<file path="config.mk">
export PLATFORM = sky130hd
export DESIGN_NAME = armleocpu_stream_serializer
export DESIGN_NICKNAME = d
export VERILOG_FILES = /design/src/rtl/armleocpu_stream_serializer.sv
export SDC_FILE = /design/constraint.sdc
export NUM_CORES = 1
export LEC_CHECK = 0
export ABC_AREA = 0
export CAP_MARGIN = 20
export CORE_UTILIZATION = 33
export CTS_BUF_LIST = sky130_fd_sc_hd__clkbuf_4 sky130_fd_sc_hd__clkbuf_8 sky130_fd_sc_hd__clkbuf_16
export CTS_CLUSTER_SIZE = 25
export DETAILED_ROUTE_END_ITERATION = 8
export GPL_TIMING_DRIVEN = 0
export SLEW_MARGIN = 20
export SYNTH_ARGS = -nofsm -noshare
export SYNTH_HDL_FRONTEND = slang
export SYNTH_SLANG_ARGS = --single-unit
</file>
<file path="constraint.sdc">
create_clock -name clk -period 2.5 [get_ports clk]
set_input_delay 0.375 -clock clk [delete_from_list [all_inputs] [get_ports clk]]
set_output_delay 0.375 -clock clk [all_outputs]
set_load 0.02 [all_outputs]
</file>
<file path="src/rtl/armleocpu_stream_serializer.sv">
// Wide-to-narrow valid/ready serializer: one RATIO-lane word in, up to RATIO
// narrow beats out, least-significant lane first, final beat flagged by out_last.
module armleocpu_stream_serializer #(
  parameter int DW    = 8,
  parameter int RATIO = 4,
  parameter int CW    = $clog2(RATIO + 1)
) (
  input  logic                  clk,
  input  logic                  rst,
  input  logic                  in_valid,
  input  logic [DW*RATIO-1:0]   in_data,
  input  logic [CW-1:0]         in_count,
  output logic                  in_ready,
  output logic                  out_valid,
  output logic [DW-1:0]         out_data,
  output logic                  out_last,
  input  logic                  out_ready
);

  localparam int WW = DW * RATIO;
  localparam logic [CW-1:0] RATIO_C = CW'(RATIO);
  localparam logic [CW-1:0] ZERO_C  = {CW{1'b0}};
  localparam logic [CW-1:0] ONE_C   = {{(CW-1){1'b0}}, 1'b1};
  localparam logic [CW-1:0] TWO_C   = CW'(32'd2);

  typedef enum logic {
    ST_IDLE = 1'b0,
    ST_BUSY = 1'b1
  } state_t;

  state_t          state_r;
  state_t          state_nx_s;
  logic [WW-1:0]   sreg_r;
  logic [WW-1:0]   sreg_nx_s;
  logic [CW-1:0]   rem_r;
  logic [CW-1:0]   rem_nx_s;
  logic            last_r;
  logic            last_nx_s;
  logic [CW-1:0]   count_eff_s;
  logic            accept_s;

  // A new word may enter while idle, or on the very cycle the last beat leaves.
  assign in_ready  = !rst && ((state_r == ST_IDLE) || (out_ready && last_r));
  assign out_valid = (state_r == ST_BUSY);
  assign out_data  = sreg_r[DW-1:0];
  assign out_last  = last_r;

  // Clamp out-of-range lane counts to a full word.
  always_comb begin
    count_eff_s = in_count;
    if ((in_count == ZERO_C) || (in_count > RATIO_C)) begin
      count_eff_s = RATIO_C;
    end else begin
      count_eff_s = in_count;
    end
  end

  // Next-state: accept has priority over retiring the last beat.
  always_comb begin
    state_nx_s = state_r;
    sreg_nx_s  = sreg_r;
    rem_nx_s   = rem_r;
    last_nx_s  = last_r;
    accept_s   = in_valid && in_ready;
    if (accept_s) begin
      state_nx_s = ST_BUSY;
      sreg_nx_s  = in_data;
      rem_nx_s   = count_eff_s;
      last_nx_s  = (count_eff_s == ONE_C);
    end else begin
      case (state_r)
        ST_BUSY: begin
          if (out_ready && last_r) begin
            state_nx_s = ST_IDLE;
            rem_nx_s   = ZERO_C;
            last_nx_s  = 1'b0;
          end else if (out_ready) begin
            sreg_nx_s  = sreg_r >> DW;
            rem_nx_s   = rem_r - ONE_C;
            last_nx_s  = (rem_r == TWO_C);
          end else begin
            state_nx_s = ST_BUSY;
          end
        end
        ST_IDLE: state_nx_s = ST_IDLE;
        default: state_nx_s = ST_IDLE;
      endcase
    end
  end

  // State registers with synchronous reset that drops any in-flight word.
  always_ff @(posedge clk) begin
    if (rst) begin
      state_r <= ST_IDLE;
      sreg_r  <= {WW{1'b0}};
      rem_r   <= ZERO_C;
      last_r  <= 1'b0;
    end else begin
      state_r <= state_nx_s;
      sreg_r  <= sreg_nx_s;
      rem_r   <= rem_nx_s;
      last_r  <= last_nx_s;
    end
  end

endmodule

</file>
==> Word level (Yosys, flattened, before mapping) <==
Index checks and enable logic that the tools add are counted.
{ "word_totals": {"reg_bits": 37, "input_bits": 39, "out_inout_bits": 11, "wordCells": 38} }
{ "op_classes": {"add_sub_neg": 1, "order_cmp": 1, "eq_ne": 3, "mux": 16, "bitwise": 1, "n_reduce_logical": 12} }
{ "op_table": {"columns": ["op", "n"], "rows": [
  ["$mux W32", 4],
  ["$mux W3", 5],
  ["$mux W1", 6],
  ["$reduce_bool A2 Y1", 2],
  ["$eq A3 B1 Y1 const B", 1],
  ["$eq A3 B2 Y1 const B", 1],
  ["$gt A3 B3 Y1 const B", 1],
  ["$logic_and A1 B1 Y1", 3],
  ["$logic_not A3 Y1", 1],
  ["$reduce_and A3 Y1", 1],
  ["$reduce_bool A3 Y1", 1],
  ["$sub A3 B1 Y3 const B", 1],
  ["$logic_or A1 B1 Y1", 2],
  ["$ne A2 B2 Y1 const B", 1],
  ["$pmux W1 S2", 1],
  ["$reduce_and A2 Y1", 1],
  ["$logic_not A1 Y1", 1],
  ["$not A1 Y1", 1]
]} }

==> Logic depth before layout (Yosys ltp) <==
Gate-level depths: netlist of the first run.
{ "depth": {"ltp_word": 6, "mapped_depth": 6, "depth_no_buf": 5} }

==> Least setup slack after synthesis of the first run <==
OpenSTA, ideal clock, no wires.
{ "synth_timing": {"kind": "input to register", "from": "input in_count[1]", "to": "register rem_r[1]", "setup_ns": 0.070, "t_arrival_ns": 1.464, "t_required_ns": 2.430, "path_slack_ns": 0.966, "cell_stages": 5, "n_path_buf": 0, "cell_sequence": "or2_2 -> ha_1 -> nand2b_1 -> or3_1 -> a21oi_1"} }
{ "synth_between": {"elab_chain_len": 4, "elab_cells_between_ends": 5, "classes_between": "order compare (1); mux (2); reduce/logical (2)"} }
{ "synth_lines": {"columns": ["item", "line", "rtl"], "rows": [
  ["from (decl)", "12", "input logic [CW-1:0] in_count,"],
  ["$gt A3 B3 Y1 / $logic_not A3 Y1 (equally long branches)", "51", "if ((in_count == ZERO_C) || (in_count > RATIO_C)) begin"],
  ["$logic_or A1 B1 Y1", "51", null],
  ["$mux W3 (*)", "51", null],
  ["$mux W3 (*)", "65", "if (accept_s) begin"],
  ["to (signal assigned)", "101", "rem_r <= rem_nx_s;"],
  ["to (decl)", "35", "logic [CW-1:0] rem_r;"]
]} }
Every way passes the cells marked *; elsewhere a longest branch is shown, timed or not.
A chain may end at the register's enable or synchronous reset.

==> Final worst setup path of the first run <==
{ "layout_timing": {"from": "register state_r, in the netlist out_valid", "to": "output in_ready"} }
{ "layout_between": {"elab_chain_len": 3} }
{ "layout_lines": {"columns": ["item", "line", "rtl"], "rows": [
  ["from (decl)", "31", "state_t state_r;"],
  ["from (signal assigned)", "99", "state_r <= state_nx_s;"],
  ["$not A1 Y1", "43", "assign in_ready = !rst && ((state_r == ST_IDLE) || (out_ready && last_r));"],
  ["$logic_or A1 B1 Y1", "43", null],
  ["$logic_and A1 B1 Y1", "43", null],
  ["to (decl)", "13", "output logic in_ready,"]
]} }
Every way passes these cells.

==> impl_metrics.py, run 1 <==
metrics = {
    "outcome": {
        "status": "finished, final reports clean",
    },
    "timing": {
        "fmaxAchievable_mhz": 426.6,
        "setup_viol": 0,
        "grt_setup_unrepaired": "false",
        "worst_slew_pin_slew_ns": 0.7087,
        "hold_viol_final": 0,
        "min_period_ns": 2.344,
        "fin_skew_ns": 0.006184,
        "finalMaxSlewViolations": 0,
        "finalSetupTns_ns": 0,
        "fin_crit_sh_pct": 93.77,
        "maxSlewHeadroom_pct": 52.75,
        "finalWorstSetupSlack_ns": 0.1558,
    },
    "cells_and_area": {
        "drive_gt1_share_pct": 21.35,
        "antennaDiodeCount": 0,
        "finalNonFillerCells": 356,
        "final_cell_area_um2": 2684,
        "nNetsFinal": 323,
        "mostFrequentLayoutCells": "nand2_1 (51), clkdlybuf4s50_1 (48), dfxtp_1 (37)",
        "layout_commonest_cell": "nand2_1",
        "syn_to_final_growth_pct": 33.56,
    },
    "power": {
        "clockPowerShare_pct": 33.6,
        "comb_power_share_pct": 22.0,
        "ir_drop_uv": 209.3,
        "intPower_uw": 1091,
        "p_total_uw": 1483,
        "p_leak_uw": 0.0009168,
        "switching_share_pct": 26.43,
        "p_per_area_nw_per_um2": 552.5,
        "p_seq_share_pct": 44.3,
        "switchingPower_uw": 391.9,
    },
    "job": {
        "cap_violations": 0,
    },
    "logic_synthesis": {
        "ys_types": 34,
        "syn_nets": 269,
        "avgSynthCellArea_um2": 8.852,
        "yosys_warnings": 0,
        "syn-cell-area_um2": 2009,
        "yosysSeqAreaShare_pct": 36.86,
        "synth_largest_type_area_fraction_pct": 36.86,
        "synth_top_area_cell": "dfxtp_1",
        "synth.area.top_cells": "dfxtp_1 (37%), a311oi_2 (14%), nand2_1 (9.5%), nor3_1 (6.2%), buf_4 (4.9%)",
        "syn_inst": 227,
        "synth_seq_cells": 37,
    },
    "clock_tree": {
        "ctsHoldBuffers": 0,
        "numCtsBuffers": 5,
        "cts_root_buffer": "clkbuf_8",
        "cts_max_path_buffers": 2,
        "h-tree-depth": 2,
        "path_clk_slew_ns": 0.07,
        "cts_sinks": 37,
        "cts_resized": 0,
        "worst_skew_pair.late_latency_ns": 0.29,
        "cts_tree": "done",
        "cts_setup_buffers": 0,
    },
    "global_routing": {
        "grt_pass1_wl_mm": 8.583,
        "antenna_found_initial": 0,
        "grt.total_usage_pct": 17.50,
        "first_global_vias": 1746,
        "grt_max_degree": 20,
        "overflow": 0,
    },
    "setup_path": {
        "path_class": "reg -> out",
        "reg2reg_to": "sreg_r[8]",
        "worstReg2RegStart": "out_valid",
        "cp_data_arrival_time_ns": 1.97,
        "critPathLaunchType": "flip-flop",
        "cp.required_ns": 2.12,
        "endpoint_kind": "primary output",
        "cp_num_buf_inv": 2,
        "rrSetupSlack_ns": 1.01,
        "timing.critical_path.slowest_cell_delay_ns": 0.55,
        "cp_cell_sequence": "a21boi_4 -> buf_6 -> nor2_1 -> clkdlybuf4s50_1",
        "crit_family": "buffers and inverters",
        "critPathMaxFanout": 10,
        "cp_slowest_cell": "clkdlybuf4s50_1",
        "worstRegToRegCells": 4,
    },
    "worst_hold_path": {
        "hold_path_class": "reg -> reg",
        "min_to": "sreg_r[15]",
        "hp-start": "sreg_r[15]",
        "worstHoldPathCells": 2,
    },
    "floorplanning": {
        "pin_count": 50,
        "initial_utilization_pct": 34.14,
        "core_area_um2": 5886,
        "die_area_um2": 6406,
        "die_w_um": 80.04,
        "die_height_um": 80.04,
        "rows": 28,
    },
    "drt": {
        "vias": 1836,
        "dr.first_iter.drc_count": 86,
        "wire_per_inst_um": 14.29,
        "ant_nets": 0,
        "drc_errors": 0,
        "vias_per_cell": 5.157,
        "dr.pass1.iters": 4,
        "wl_mm": 5.089,
    },
    "placement": {
        "io_buffers": 48,
        "preCtsSetupSlack_ns": -0.06580,
        "detailed_place_hpwl_mm": 3.695,
        "globalplace.congestion": 0.7674,
        "placed_cells": 350,
        "place_area_um2": 2584,
    },
}
[metal layers]
layer	GRT usage (%)	wire length (um)	vias to the layer above
met3	3.886	323	10
met4	6.786	102	0
met2	26.92	2276	56
li1	-	-	919
met5	0	0	-
met1	23.58	2386	851
[Yosys cell counts]
| cell type | count |
|---|---|
| clkbuf_1 | 3 |
| nor2_1 | 4 |
| o32a_1 | 1 |
| a21bo_2 | 1 |
| buf_2 | 9 |
| a21boi_4 | 1 |
| a31oi_1 | 2 |
| nand3b_2 | 1 |
| buf_6 | 5 |
| ha_1 | 3 |
| nor3_1 | 25 |
| a21oi_1 | 10 |
| nor2b_1 | 1 |
| and2_1 | 1 |
| buf_4 | 13 |
| a211oi_1 | 1 |
| a311oi_2 | 19 |
| nand2_1 | 51 |
| o211ai_1 | 9 |
| and3b_1 | 2 |
| a31o_2 | 1 |
| nand3_1 | 8 |
| or3_1 | 1 |
| nand2_2 | 1 |
| a2111oi_2 | 1 |
| and2b_1 | 1 |
| inv_1 | 3 |
| nand2b_1 | 3 |
| dfxtp_1 | 37 |
| or2_2 | 1 |
| nand4_1 | 1 |
| a311oi_1 | 5 |
| nand4b_1 | 1 |
| a21o_1 | 1 |
[stage by stage]
step / hold slack (ns) / util, %
after floorplan: 0.4606 / -
after global placement: 0.4767 / 43.90
after detailed placement: 0.4841 / 43.90
final: 0.4942 / 45.60
after CTS: 0.4953 / 45.60
after global routing: 0.5179 / 45.60
[cell type report]
type | instances | area (um2)
inverters | 3 | 11.26
well taps | 75 | 93.84
repair buffers | 48 | 480.5
clock inverters | 2 | 35.03
flip-flops and latches | 37 | 740.7
fillers | 625 | 3202
multi-input cells | 157 | 1047
plain buffers | 29 | 206.4
clock buffers | 5 | 68.82
[worst min-delay path: stages (launching register included)]
cell and delay [ns]:
dfxtp_1 0.32, nand2_1 0.05, a311oi_1 0.07
[power by group through the flow]
stage / sequential [uW] / combinational, uW / clock, uW
floorplan: 667 / 200 / 0
global placement: 669 / 328 / 0
detailed placement: 671 / 330 / 0
CTS: 657 / 330 / 507
global route: 664 / 356 / 538
finish: 657 / 327 / 499
[worst max path at each step]
| stage | startpoint | end | slack [ns] | cells past startpoint |
|---|---|---|---|---|
| floorplan | in_count[1] | rem_r[1] | 0.97 | 5 |
| global placement | rst | in_ready | -0.07 | 5 |
| detailed placement | rst | in_ready | -0.07 | 5 |
| CTS | out_valid | in_ready | 0.13 | 4 |
| global route | out_valid | in_ready | 0.002 | 4 |
| finish | out_valid | in_ready | 0.16 | 4 |
[sequential cells by signal (all words and copies together) (netlist names)]
register / cells
out_valid: 1
out_last: 1
rem_r: 3
sreg_r: 32
[cell families (layout without fill, tap and decap cells)]
kind of cell | Yosys count | count (layout) | share of synthesized area [%]
AND/OR/NAND/NOR | 102 | 102 | 23.54
adder cells (fa/ha/maj) | 3 | 3 | 1.868
AO/OA/AOI/OAI | 52 | 52 | 26.71
buffers and inverters | 33 | 87 | 11.02
flip-flops | 37 | 37 | 36.86
Power figures use the tool's default switching activity.
==> run 2: changes to the inputs <==
--- a/config.mk
+++ b/config.mk
@@ -7,11 +7,12 @@
 export LEC_CHECK = 0
 export ABC_AREA = 0
 export CAP_MARGIN = 20
-export CORE_UTILIZATION = 33
+export CORE_UTILIZATION = 42
 export CTS_BUF_LIST = sky130_fd_sc_hd__clkbuf_4 sky130_fd_sc_hd__clkbuf_8 sky130_fd_sc_hd__clkbuf_16
 export CTS_CLUSTER_SIZE = 25
 export DETAILED_ROUTE_END_ITERATION = 8
 export GPL_TIMING_DRIVEN = 0
+export PLACE_DENSITY = 0.7
 export SLEW_MARGIN = 20
 export SYNTH_ARGS = -nofsm -noshare
 export SYNTH_HDL_FRONTEND = slang
==> run 2 against run 1 <==
  * The run now ends with design-rule violations left
  * Sequential power hardly changed
  * Final cell count down 6.2%
  * Clock power increased by 11%
  * Sequential share of layout area grew 0.13 points
  * Count of clock-buffer cells in the layout grew 2
  * Non-clock buffer count did not move
  * Critical path depth unchanged
  * First-iteration DRC count grew 15%
  * Combinational power about the same
==> impl_metrics.py, run 2 (same netlist as run 1, synthesis figures left out) <==
metrics = {
    "cells_and_area": {
        "largest-register": "sreg_r",
        "reg_top3": "sreg_r x32, rem_r x3",
        "largest_reg_flops": 32,
        "drive_gt1_share_pct": 21.63,
        "mostFrequentLayoutCells": "nand2_1 (51), clkdlybuf4s50_1 (48), dfxtp_1 (37)",
        "nNetsFinal": 323,
        "antennaDiodeCount": 0,
        "layout_commonest_cell": "nand2_1",
        "syn_to_final_growth_pct": 32.94,
    },
    "placement": {
        "preCtsSetupSlack_ns": -0.04870,
        "detailed_place_hpwl_mm": 3.470,
        "globalplace.congestion": 0.7786,
        "io_buffers": 48,
    },
    "clock_tree": {
        "h-tree-depth": 2,
        "cts_sinks": 37,
        "cts_resized": 0,
        "numCtsBuffers": 5,
        "cts_max_path_buffers": 2,
        "cts_setup_buffers": 0,
        "cts_root_buffer": "clkbuf_8",
        "ctsHoldBuffers": 0,
        "worst_skew_pair.late_latency_ns": 0.29,
        "path_clk_slew_ns": 0.07,
        "cts_tree": "done",
    },
    "timing": {
        "fin_crit_sh_pct": 93.36,
        "fmaxAchievable_mhz": 428.4,
        "finalMaxSlewViolations": 0,
        "min_period_ns": 2.334,
        "fin_skew_ns": 0.008065,
        "grt_setup_unrepaired": "false",
        "hold_viol_final": 0,
        "maxSlewHeadroom_pct": 51.39,
        "finalWorstSetupSlack_ns": 0.1660,
        "worst_slew_pin_slew_ns": 0.7292,
        "setup_viol": 0,
        "hold_slack_ns": 0.4821,
    },
    "setup_path": {
        "crit_family": "buffers and inverters",
        "endpoint_kind": "primary output",
        "cp_num_buf_inv": 2,
        "cp.required_ns": 2.12,
        "critPathLaunchType": "flip-flop",
        "cp_slowest_cell": "clkdlybuf4s50_1",
        "cp_cell_sequence": "a21boi_4 -> buf_6 -> nor2_1 -> clkdlybuf4s50_1",
        "cp_data_arrival_time_ns": 1.96,
        "cp.depth": 4,
        "timing.critical_path.slowest_cell_delay_ns": 0.54,
        "path_class": "reg -> out",
        "worstRegToRegCells": 4,
        "critPathMaxFanout": 10,
    },
    "global_routing": {
        "grt.total_usage_pct": 20.56,
        "grt_pass1_wl_mm": 8.004,
        "grt_max_degree": 20,
        "antenna_found_initial": 0,
        "overflow": 0,
        "first_global_vias": 1611,
    },
    "floorplanning": {
        "core_area_um2": 4474,
        "die_height_um": 71.17,
        "rows": 24,
        "die_area_um2": 5065,
        "pin_count": 50,
        "initial_utilization_pct": 44.91,
        "die_w_um": 71.17,
    },
    "worst_hold_path": {
        "hold_path_class": "reg -> reg",
        "worstHoldPathCells": 2,
    },
    "drt": {
        "dr.first_iter.drc_count": 99,
        "vias": 1808,
        "vias_per_cell": 5.413,
        "ant_nets": 0,
        "wire_per_inst_um": 14.46,
        "wl_mm": 4.830,
        "drc_errors": 6,
        "dr.pass1.iters": 7,
    },
    "job": {
        "cap_violations": 0,
    },
    "outcome": {
        "violations": "design-rule violations",
        "status": "complete, but fails checks",
    },
    "power": {
        "ir_drop_uv": 324.5,
        "p_per_area_nw_per_um2": 575.0,
        "p_leak_uw": 0.0009247,
    },
}
-- run 2: changes by cell type in the layout (fill, tap and decap cells not counted), sizes merged --
cell	previous run	this run
clkbuf	7	9
clkinv	1	0
-- run 2: worst paths after layout --
| path | startpoint | end | slack, ns |
|---|---|---|---|
| setup / recovery | out_valid | in_ready | 0.17 |
| hold / removal | sreg_r[24] | sreg_r[16] | 0.48 |
| hold reg to reg | sreg_r[24] | sreg_r[16] | 0.48 |
| setup reg to reg | out_valid | sreg_r[22] | 0.99 |
-- run 2: worst min-delay path, cell delays in order, from the launching register on --
cell	delay, ns
dfxtp_1	0.31
nand2_1	0.05
a311oi_1	0.07
-- run 2: metrics by stage --
step | TNS [ns] | std cells | power (uW) | util (%) | cell area (um2)
3_5_place_dp | -0.04870 | 327 | 997.3 | 57.10 | 2555
4_1_cts | 0 | 334 | 1538 | 59.70 | 2671
3_3_place_gp | -0.05598 | 327 | 992.7 | 57.10 | 2555
2_1_floorplan | 0 | 227 | 866.7 | - | 2009
6_report | 0 | 334 | 1536 | 59.70 | 2671
5_1_grt | 0 | 334 | 1599 | 59.70 | 2671
-- run 2: power by group --
part	internal, uW	switching (uW)	total (uW)
registers	630	26.8	657
logic	171	155	326
clock network	336	217	553
-- run 2: cell type report --
cell class              instances  area, um2
clock buffers                   7      90.09
repair buffers                 48      480.5
fillers                       393       1803
plain buffers                  29      206.4
multi-input cells             157       1047
flip-flops and latches         37      740.7
well taps                      52      65.06
clock inverters                 1      30.03
inverters                       3      11.26
-- run 2: routing by layer --
metal | up-vias | share of wire, % | GRT usage (%) | wire length [um]
met5 | - | 0 | 0 | 0
met4 | 0 | 1.1 | 6.000 | 53
met3 | 5 | 5.9 | 5.271 | 287
met2 | 60 | 44 | 31.01 | 2141
met1 | 817 | 49 | 28.90 | 2347
li1 | 926 | - | - | -
==> run 3: changes to the inputs <==
--- a/config.mk
+++ b/config.mk
@@ -7,6 +7,7 @@
 export LEC_CHECK = 0
 export ABC_AREA = 0
 export CAP_MARGIN = 20
+export CORE_MARGIN = 2
 export CORE_UTILIZATION = 42
 export CTS_BUF_LIST = sky130_fd_sc_hd__clkbuf_4 sky130_fd_sc_hd__clkbuf_8 sky130_fd_sc_hd__clkbuf_16
 export CTS_CLUSTER_SIZE = 25
==> run 3 against run 2 <==
  * The run now ends clean
  * Global-route usage fell by 0.51 points
  * Critical endpoint unchanged
  * Highest routed layer unchanged
  * Combinational power grew 2%
  * Clock skew about the same
  * Final cell count up 1.2%
  * Via count is 0.72% higher
  * Sequential cell count unchanged
==> impl_metrics.py, run 3 (same netlist as run 1, synthesis figures left out) <==
metrics = {
    "floorplanning": {
        "rows": 25,
        "die_area_um2": 5354,
        "core_area_um2": 4661,
        "die_height_um": 73.17,
        "die_w_um": 73.17,
        "initial_utilization_pct": 43.11,
        "pin_count": 50,
    },
    "setup_path": {
        "timing.critical_path.slowest_cell_delay_ns": 0.55,
        "critPathLaunchType": "input pin",
        "endpoint_kind": "primary output",
        "cp.required_ns": 2.12,
        "cp_slowest_cell": "clkdlybuf4s50_1",
        "critical_path.most_common_cell": "clkdlybuf4s50_1",
        "cp_cell_sequence": "clkdlybuf4s50_1 -> buf_2 -> nor2_1 -> clkdlybuf4s50_1",
        "path_class": "in -> out",
        "cp_data_arrival_time_ns": 1.91,
        "critPathMaxFanout": 19,
    },
    "cells_and_area": {
        "finalNonFillerCells": 338,
        "reg_top3": "sreg_r x32, rem_r x3",
        "largest-register": "sreg_r",
        "syn_to_final_growth_pct": 33.81,
        "nNetsFinal": 325,
        "drive_gt1_share_pct": 22.18,
        "antennaDiodeCount": 0,
        "mostFrequentLayoutCells": "nand2_1 (51), clkdlybuf4s50_1 (48), dfxtp_1 (37)",
        "layout_commonest_cell": "nand2_1",
        "final_cell_area_um2": 2689,
        "largest_reg_flops": 32,
    },
    "clock_tree": {
        "h-tree-depth": 2,
        "cts_tree": "done",
        "worst_skew_pair.late_latency_ns": 0.30,
        "ctsHoldBuffers": 0,
        "cts_sinks": 37,
        "path_clk_slew_ns": 0.07,
        "numCtsBuffers": 5,
        "cts_resized": 0,
        "cts_max_path_buffers": 2,
        "cts_root_buffer": "clkbuf_8",
    },
    "power": {
        "p_seq_share_pct": 42.8,
        "intPower_uw": 1129,
        "switchingPower_uw": 407.5,
        "comb_power_share_pct": 21.5,
        "p_leak_uw": 0.0009304,
        "switching_share_pct": 26.53,
        "ir_drop_uv": 322.9,
        "p_per_area_nw_per_um2": 571.3,
        "clockPowerShare_pct": 35.7,
    },
    "timing": {
        "grt_setup_unrepaired": "false",
        "finalMaxSlewViolations": 0,
        "fin_crit_sh_pct": 91.58,
        "fin_skew_ns": 0.008217,
        "hold_viol_final": 0,
        "finalSetupTns_ns": 0,
        "fmaxAchievable_mhz": 436.8,
        "setup_viol": 0,
        "maxSlewHeadroom_pct": 52.06,
        "min_period_ns": 2.290,
        "worst_slew_pin_slew_ns": 0.7191,
    },
    "global_routing": {
        "grt.total_usage_pct": 20.05,
        "grt_pass1_wl_mm": 8.183,
        "first_global_vias": 1757,
        "overflow": 0,
        "antenna_found_initial": 0,
        "grt_max_degree": 20,
    },
    "drt": {
        "dr.pass1.iters": 4,
        "vias_per_cell": 5.388,
        "wire_per_inst_um": 14.62,
        "vias": 1821,
        "ant_nets": 0,
        "dr.first_iter.drc_count": 88,
        "drc_errors": 0,
        "wl_mm": 4.942,
    },
    "placement": {
        "placed_cells": 329,
        "globalplace.congestion": 0.8593,
        "place_area_um2": 2557,
        "detailed_place_hpwl_mm": 3.516,
        "io_buffers": 48,
    },
    "outcome": {
        "status": "finished, final reports clean",
    },
    "job": {
        "cap_violations": 0,
    },
    "worst_hold_path": {
        "hold_path_class": "reg -> reg",
    },
}
## run 3: cell count changes in the layout (fill, tap and decap cells not counted)
cell / delta
buf_4: +2
clkbuf_4: -1
clkinvlp_4: +1
## run 3: cell type report
| class | count | area, um2 |
|---|---|---|
| fillers | 421 | 1972 |
| multi-input cells | 157 | 1047 |
| flip-flops and latches | 37 | 740.7 |
| repair buffers | 50 | 495.5 |
| plain buffers | 29 | 206.4 |
| clock buffers | 6 | 82.58 |
| well taps | 54 | 67.56 |
| clock inverters | 2 | 37.54 |
| inverters | 3 | 11.26 |
## run 3: critical path: cells and delay by family
family,cells,cell delay [ns]
buffers and inverters,3,1.45
and+or+nand+nor,1,0.10
## run 3: power groups by stage
stage	sequential (uW)	clock (uW)	combinational (uW)
3_3_place_gp	669	0	323
6_report	657	548	331
2_1_floorplan	667	0	200
5_1_grt	662	582	359
4_1_cts	656	554	328
3_5_place_dp	670	0	327
## run 3: worst paths after layout
path | from | end | slack, ns | cells past startpoint
worst max-delay path | rst | in_ready | 0.21 | 4
worst min-delay path | sreg_r[30] | sreg_r[30] | 0.49 | 2
worst max register to register | out_valid | sreg_r[19] | 0.96 | 5
worst min register to register | sreg_r[30] | sreg_r[30] | 0.49 | 2
## run 3: layer usage
metal / vias up / track usage (%) / part of all wire (%)
li1: 924 / - / -
met1: 831 / 26.94 / 49
met2: 57 / 30.83 / 43
met3: 9 / 4.972 / 6.3
met4: 0 / 7.819 / 1.7
met5: - / 0 / 0
## run 3: repair_timing
item / 4_1_cts / 5_1_grt
endpoints found under the setup margin: 1 / 1
gates cloned: 0 / 0
buffers inserted: 0 / 2
## run 3: per-stage QoR
stage | util, % | setup WS (ns) | hold slack [ns] | power [uW]
floorplan | - | 0.9655 | 0.4606 | 866.7
global placement | 54.87 | -0.05911 | 0.4770 | 992.5
detailed placement | 54.87 | -0.07268 | 0.4830 | 996.7
CTS | 57.37 | 0.1120 | 0.4940 | 1538
global route | 57.69 | 0.1504 | 0.5131 | 1603
finish | 57.69 | 0.2104 | 0.4941 | 1536
